[src/rtl/bundle_dispatcher.sv]
// rtl/bundle_dispatcher.sv - holds one fetch bundle and issues its instructions in order to the ready prefix of decoder lanes
// Flattened lane outputs place lane k at slice [k*W +: W]; bundle_i places instruction 0 in the MSB slice.
module bundle_dispatcher #(
  parameter int addressWidth            = 64,
  parameter int instructionWidth        = 32,
  parameter int NumLanes                = 4,
  parameter int PidSize                 = 32,
  parameter int TidSize                 = 64,
  parameter int instructionCounterWidth = 64,
  parameter int LenWidth                = $clog2(NumLanes)
) (
  input  logic                                        clock_i,
  input  logic                                        resetn_i,
  input  logic                                        flush_i,
  input  logic                                        bundleValid_i,
  output logic                                        bundleReady_o,
  input  logic [NumLanes*instructionWidth-1:0]        bundle_i,
  input  logic [LenWidth-1:0]                         bundleLen_i,
  input  logic [addressWidth-1:0]                     bundleAddress_i,
  input  logic                                        is64Bit_i,
  input  logic [PidSize-1:0]                          bundlePid_i,
  input  logic [TidSize-1:0]                          bundleTid_i,
  input  logic [instructionCounterWidth-1:0]          bundleStartMajId_i,
  input  logic [NumLanes-1:0]                         laneReady_i,
  output logic [NumLanes-1:0]                         laneValid_o,
  output logic [NumLanes*instructionWidth-1:0]        laneInstr_o,
  output logic [NumLanes*addressWidth-1:0]            laneAddr_o,
  output logic [NumLanes-1:0]                         laneIs64_o,
  output logic [NumLanes*PidSize-1:0]                 lanePid_o,
  output logic [NumLanes*TidSize-1:0]                 laneTid_o,
  output logic [NumLanes*instructionCounterWidth-1:0] laneMajId_o,
  output logic [31:0]                                 stallCount_o
);

  localparam int CntWidth = $clog2(NumLanes + 1);
  localparam int BufDepth = 1 << CntWidth;
  localparam logic [addressWidth-1:0] Low32Mask = addressWidth'(64'hFFFF_FFFF);

  // Buffer is sized to a power of two so slot indices wrap cleanly; only NumLanes entries are loaded.
  logic [instructionWidth-1:0]        buf_instr [BufDepth];
  logic [CntWidth-1:0]                remain;
  logic [CntWidth-1:0]                head;
  logic [addressWidth-1:0]            buf_base;
  logic                               buf_is64;
  logic [PidSize-1:0]                 buf_pid;
  logic [TidSize-1:0]                 buf_tid;
  logic [instructionCounterWidth-1:0] buf_maj;

  logic [CntWidth-1:0]                ready_prefix;
  logic [CntWidth-1:0]                issue_count;
  logic [CntWidth-1:0]                load_count;
  logic [LenWidth-1:0]                len_clamped;
  logic [NumLanes-1:0]                issue_mask;
  logic                               run;
  logic                               accept;
  logic                               stall;
  logic [CntWidth-1:0]                lane_slot  [NumLanes];
  logic [instructionWidth-1:0]        lane_instr [NumLanes];
  logic [addressWidth-1:0]            lane_addr  [NumLanes];
  logic [instructionCounterWidth-1:0] lane_maj   [NumLanes];

  // A gap in laneReady_i ends the usable run of lanes.
  always_comb begin
    ready_prefix = '0;
    run          = 1'b1;
    for (int k = 0; k < NumLanes; k++) begin
      run          = run & laneReady_i[k];
      ready_prefix = ready_prefix + CntWidth'(run);
    end
  end

  always_comb begin
    issue_count = (remain < ready_prefix) ? remain : ready_prefix;
    for (int k = 0; k < NumLanes; k++) begin
      issue_mask[k] = CntWidth'(k) < issue_count;
      lane_slot[k]  = head + CntWidth'(k);
      lane_instr[k] = buf_instr[lane_slot[k]];
      lane_addr[k]  = buf_base + (addressWidth'(lane_slot[k]) << 2);
      if (!buf_is64) begin
        lane_addr[k] = lane_addr[k] & Low32Mask;
      end
      lane_maj[k]   = buf_maj + instructionCounterWidth'(lane_slot[k]);
    end
  end

  always_comb begin
    if ({1'b0, bundleLen_i} >= (LenWidth + 1)'(NumLanes)) begin
      len_clamped = LenWidth'(NumLanes - 1);
    end else begin
      len_clamped = bundleLen_i;
    end
    load_count    = CntWidth'(len_clamped) + 1'b1;
    bundleReady_o = !flush_i && ((remain == '0) || (remain <= ready_prefix));
    accept        = bundleValid_i && bundleReady_o;
    stall         = (remain != '0) && (ready_prefix == '0) && !flush_i;
  end

  always_ff @(posedge clock_i or negedge resetn_i) begin
    if (!resetn_i) begin
      remain       <= '0;
      head         <= '0;
      buf_base     <= '0;
      buf_is64     <= 1'b0;
      buf_pid      <= '0;
      buf_tid      <= '0;
      buf_maj      <= '0;
      for (int i = 0; i < BufDepth; i++) begin
        buf_instr[i] <= '0;
      end
      laneValid_o  <= '0;
      laneInstr_o  <= '0;
      laneAddr_o   <= '0;
      laneIs64_o   <= '0;
      lanePid_o    <= '0;
      laneTid_o    <= '0;
      laneMajId_o  <= '0;
      stallCount_o <= '0;
    end else if (flush_i) begin
      remain      <= '0;
      head        <= '0;
      laneValid_o <= '0;
    end else begin
      laneValid_o <= issue_mask;
      for (int k = 0; k < NumLanes; k++) begin
        if (issue_mask[k]) begin
          laneInstr_o[k*instructionWidth +: instructionWidth]               <= lane_instr[k];
          laneAddr_o[k*addressWidth +: addressWidth]                        <= lane_addr[k];
          laneIs64_o[k]                                                     <= buf_is64;
          lanePid_o[k*PidSize +: PidSize]                                   <= buf_pid;
          laneTid_o[k*TidSize +: TidSize]                                   <= buf_tid;
          laneMajId_o[k*instructionCounterWidth +: instructionCounterWidth] <= lane_maj[k];
        end
      end
      // Acceptance implies the old bundle fully drains at this edge, so the load overwrites it.
      if (accept) begin
        remain   <= load_count;
        head     <= '0;
        buf_base <= bundleAddress_i;
        buf_is64 <= is64Bit_i;
        buf_pid  <= bundlePid_i;
        buf_tid  <= bundleTid_i;
        buf_maj  <= bundleStartMajId_i;
        for (int i = 0; i < NumLanes; i++) begin
          buf_instr[i] <= bundle_i[(NumLanes-1-i)*instructionWidth +: instructionWidth];
        end
      end else begin
        remain <= remain - issue_count;
        head   <= head + issue_count;
      end
      if (stall && (stallCount_o != 32'hFFFF_FFFF)) begin
        stallCount_o <= stallCount_o + 32'd1;
      end
    end
  end

endmodule

[config.mk]
export PLATFORM = sky130hd
export DESIGN_NAME = bundle_dispatcher
export DESIGN_NICKNAME = d
export VERILOG_FILES = /design/src/rtl/bundle_dispatcher.sv
export SDC_FILE = /design/constraint.sdc
export NUM_CORES = 2
export LEC_CHECK = 0
export CAP_MARGIN = 25
export CORE_AREA = 2 2 554 556
export CTS_BUF_LIST = sky130_fd_sc_hd__clkbuf_8 sky130_fd_sc_hd__clkbuf_16
export DETAILED_ROUTE_END_ITERATION = 6
export DIE_AREA = 0 0 556 558
export PLACE_DENSITY = 0.43
export SYNTH_ARGS = -nofsm -noshare
export SYNTH_HDL_FRONTEND = slang
export SYNTH_SLANG_ARGS = --single-unit
[constraint.sdc]
create_clock -name clock_i -period 11.4 [get_ports clock_i]
set_input_delay 2.28 -clock clock_i [delete_from_list [all_inputs] [get_ports clock_i]]
set_output_delay 2.28 -clock clock_i [all_outputs]
set_load 0.005 [all_outputs]
==> run_results.csv <==
group,metric,value,unit
status,status,"completed",
critical_path,crit_buf_inv,4,
logic_synthesis,netlist_instances,6543,
timing,rsz0062_at_grt,"no",
power,max-vdd-ir-drop,146.7,uV
critical_path,critPathRequiredTime,9.12,ns
min_path,worstHoldPathType,"reg2reg",
cells_and_area,final_nets,8220,
floorplan,start_util,21.23,%
detailed_routing,post_drt_via_cell_ratio,4.571,
logic_synthesis,netlist.top_cell.by_area,"dfrtp_1",
floorplan,io_pins,1428,
critical_path,crit_chain,"clkdlybuf4s50_1, and2_1, nand3_1, fa_1, inv_1, ha_1, ha_1, inv_1, ha_1, a21oi_1, nand2_1, a31oi_2, clkdlybuf4s50_1",
timing,finalHoldViolCount,0,
clock_tree,htree_num_levels,4,
global_route,grt_antenna_before_repair,80,
critical_path,startpoint_type,"input pin",
clock_tree,post_cts_buffers,0,
logic_synthesis,ys.flop_type,"dfrtp_1",
power,power_density,287.5,nW/um^2
global_route,grt_pass1_vias,54946,
detailed_routing,antenna_left,0,
logic_synthesis,async_flop_share,100.0,%
detailed_routing,vias,54805,
clock_tree,clock_path_buffers,4,
critical_path,crit_type,"in2out",
logic_synthesis,synth_cell_types,59,
logic_synthesis,synthTopCellsByArea,"dfrtp_1 55%, nand2_1 12%, mux2_2 6.6%",
timing,fin_crit,8.543,ns
timing,final.setup_skew,0.05808,ns
clock_tree,cts_tree,"done",
timing,tightestPinTransition,1.395,ns
detailed_routing,drt_first_pass_iters,5,
logic_synthesis,synth_nets,6949,
floorplan,die_h,558,um
floorplan,die-area,310200,um^2
timing,maxSlewViolCount,0,
clock_tree,clk_latency,0.84,ns
critical_path,critPathSlowestCell,"a31oi_2",
floorplan,core-area,304500,um^2
logic_synthesis,syn_area,64650,um^2
cells_and_area,finish.utilization,29.35,%
detailed_routing,post-route-drc-count,0,
critical_path,worst-path-max-fanout,5,
timing,timing.fmax,0.1171,GHz
global_route,grt_max_degree,170,
logic_synthesis,synth-edff-count,0,
cells_and_area,drive_gt1_share,10.90,%
critical_path,cpMostUsedCell,"ha_1",
placement,port-buffer-count,1427,
global_route,grt_pass1_wl,470600,um
detailed_routing,avgRoutedWirePerCell,28.99,um
critical_path,cp.arrival,6.26,ns
logic_synthesis,ys_ff_latch,1423,
logic_synthesis,ys_seq_area_share,55.08,%
placement,dp_hpwl,260700,um
global_route,track_usage,21.66,%
critical_path,path_delay_family,"buffers and inverters",
detailed_routing,drt_wl_total,347600,um
timing,setup_viol,0,
detailed_routing,first_iter_violations,4649,
critical_path,reg2reg_slack,6.38,ns
placement,gp_congestion,0.9233,
critical_path,slowest_delay,0.73,ns
timing,slew_headroom,7.011,%
timing,period_share,74.94,%
clock_tree,cts_buffers,183,
floorplan,fp.dieW,556,um
logic_synthesis,synth_top_area_share,55.08,%
logic_synthesis,ys_warn_count,128,
power,p_leak,37.43,nW
timing,finalSetupTns,0,ns
clock_tree,cts.sinks,1423,
cells_and_area,area_growth,38.24,%
clock_tree,root_buffer,"clkbuf_16",
logic_synthesis,syn-mean-instance-area,9.881,um^2
floorplan,rows,203,
global_route,grt-ovfl-total,0,
clock_tree,cts_resized,0,
clock_tree,hold_buffers,0,
run,max_cap_violations,0,
clock_tree,clkTransAtPathRegs,0.06,ns
critical_path,cp-end-kind,"primary output",
==> state kept, by name (all words and copies together) (netlist names) <==
name          flops
buf_instr       128
laneValid_o       4
buf_is64          1
buf_pid          32
laneInstr_o     128
laneMajId_o     256
buf_base         64
buf_maj          64
laneAddr_o      256
head              3
laneTid_o       256
remain            3
lanePid_o       128
laneIs64_o        4
buf_tid          64
stallCount_o     32
==> per-stage QoR <==
stage / setup WS [ns] / hold slack, ns / cells / power, mW / area (um^2)
6_report: 2.857 / 0.4705 / 11989 / 25.70 / 89380
5_1_grt: 2.705 / 0.4877 / 11975 / 27.10 / 89350
4_1_cts: 2.771 / 0.4738 / 11947 / 26.01 / 89220
3_5_place_dp: 2.790 / 0.4561 / 11620 / 19.85 / 83060
3_3_place_gp: 2.751 / 0.4503 / 11615 / 19.76 / 83010
2_1_floorplan: 4.881 / 0.4628 / 6543 / 13.18 / 64650
==> where the power goes <==
group | leakage, nW | total, mW | switching [mW] | internal (mW)
combinational | 16.2 | 10.1 | 5.40 | 4.68
sequential | 18.0 | 9.60 | 2.60 | 7.00
clock | 3.17 | 6.02 | 2.47 | 3.54
==> routing by layer <==
metal	up-vias	share of wire [%]	track usage (%)	routed length, um
met4	44	5.2	10.57	18000
li1	24275	-	-	-
met3	561	8.1	6.189	28090
met1	27617	42	27.26	144600
met5	-	0.078	0	270
met2	2308	45	33.93	156700
==> layout by cell type (no fill, tap or decap), types with 13 or more instances in the layout <==
cell type	synthesis	final
a2111oi_0	32	32
a21o_1	44	43
a21oi_1	44	44
and2_1	49	48
and3_1	22	22
and4_1	22	22
buf_12	0	14
buf_4	34	97
bufinv_16	0	13
clkbuf_16	0	186
clkbuf_8	0	43
clkdlybuf4s50_1	0	1426
clkinv_2	0	26
dfrtp_1	1423	1420
diode_2	0	36
ha_1	32	31
inv_1	36	68
mux2_2	379	379
mux2i_1	97	97
nand2_1	2030	2028
nand3_1	91	91
nand4_1	96	96
nor2_1	270	270
nor2b_1	17	17
nor3_1	72	72
nor4_1	33	32
o2111ai_1	33	33
o21a_1	36	36
o21ai_0	501	501
o21ai_1	38	37
o221ai_1	32	32
or2_2	17	17
xnor2_1	334	333
xor2_1	188	188
==> worst paths after layout <==
kind                           startpoint               to  cells after the start
max in group asynchronous        resetn_i     buf_base[35]                      3
min reg2reg                 laneTid_o[91]    laneTid_o[91]                      2
min                         laneTid_o[91]    laneTid_o[91]                      2
max reg2reg                       head[0]  laneAddr_o[106]                     11
max                        laneReady_i[0]    bundleReady_o                     13
min in group asynchronous        resetn_i  laneInstr_o[50]                      1
==> logic make-up (layout without fill, tap and decap cells) <==
group | count (synthesis) | in the layout | share of synthesized area (%)
muxes | 476 | 476 | 8.103
and+or+nand+nor | 2798 | 2798 | 18.39
xor gates and xnor gates | 522 | 522 | 7.071
DFF | 1423 | 1423 | 55.08
other | 0 | 36 | 0
buffers and inverters | 502 | 1915 | 3.390
adders and majority gates | 43 | 43 | 0.9599
AOI/OAI and AO/OA | 779 | 779 | 7.005
==> cell usage after synthesis (6+ instances only) <==
master / number
xnor2_1: 334
buf_1: 15
clkbuf_1: 269
nand4_1: 96
nor2b_1: 17
o2111ai_1: 33
nor2_1: 270
o21ai_0: 501
nor4_2: 11
buf_4: 34
nand3_1: 91
fa_1: 11
a21oi_1: 44
mux2_2: 379
o31ai_1: 6
and3_1: 22
ha_1: 32
and2_1: 49
nor4_1: 33
mux2i_1: 97
inv_1: 36
buf_2: 144
nor3_1: 72
o221ai_1: 32
o21ai_1: 38
or3_1: 12
and4_1: 22
a21o_1: 44
dfrtp_1: 1423
a2111oi_0: 32
o21a_1: 36
or4_1: 10
nand2_1: 2030
nand2b_1: 7
or2_2: 17
xor2_1: 188
==> area by class of cell <==
type                       instances  area [um^2]
antenna                           36        90.09
clock buffer                     229         5246
clock inverter                    98        915.9
fill                           31929       215200
inverter                          40        167.7
multi-input combinational       4618        26940
sequential                      1423        35620
tap                             3997         5001
timing repair buffer            1548        15400
==> worst min-delay path, stage by stage (launching register included) <==
cell and delay [ns]:
dfrtp_1 0.34, nand2_1 0.05, nand2_1 0.05
No activity file was read; power rests on OpenSTA's default activity.
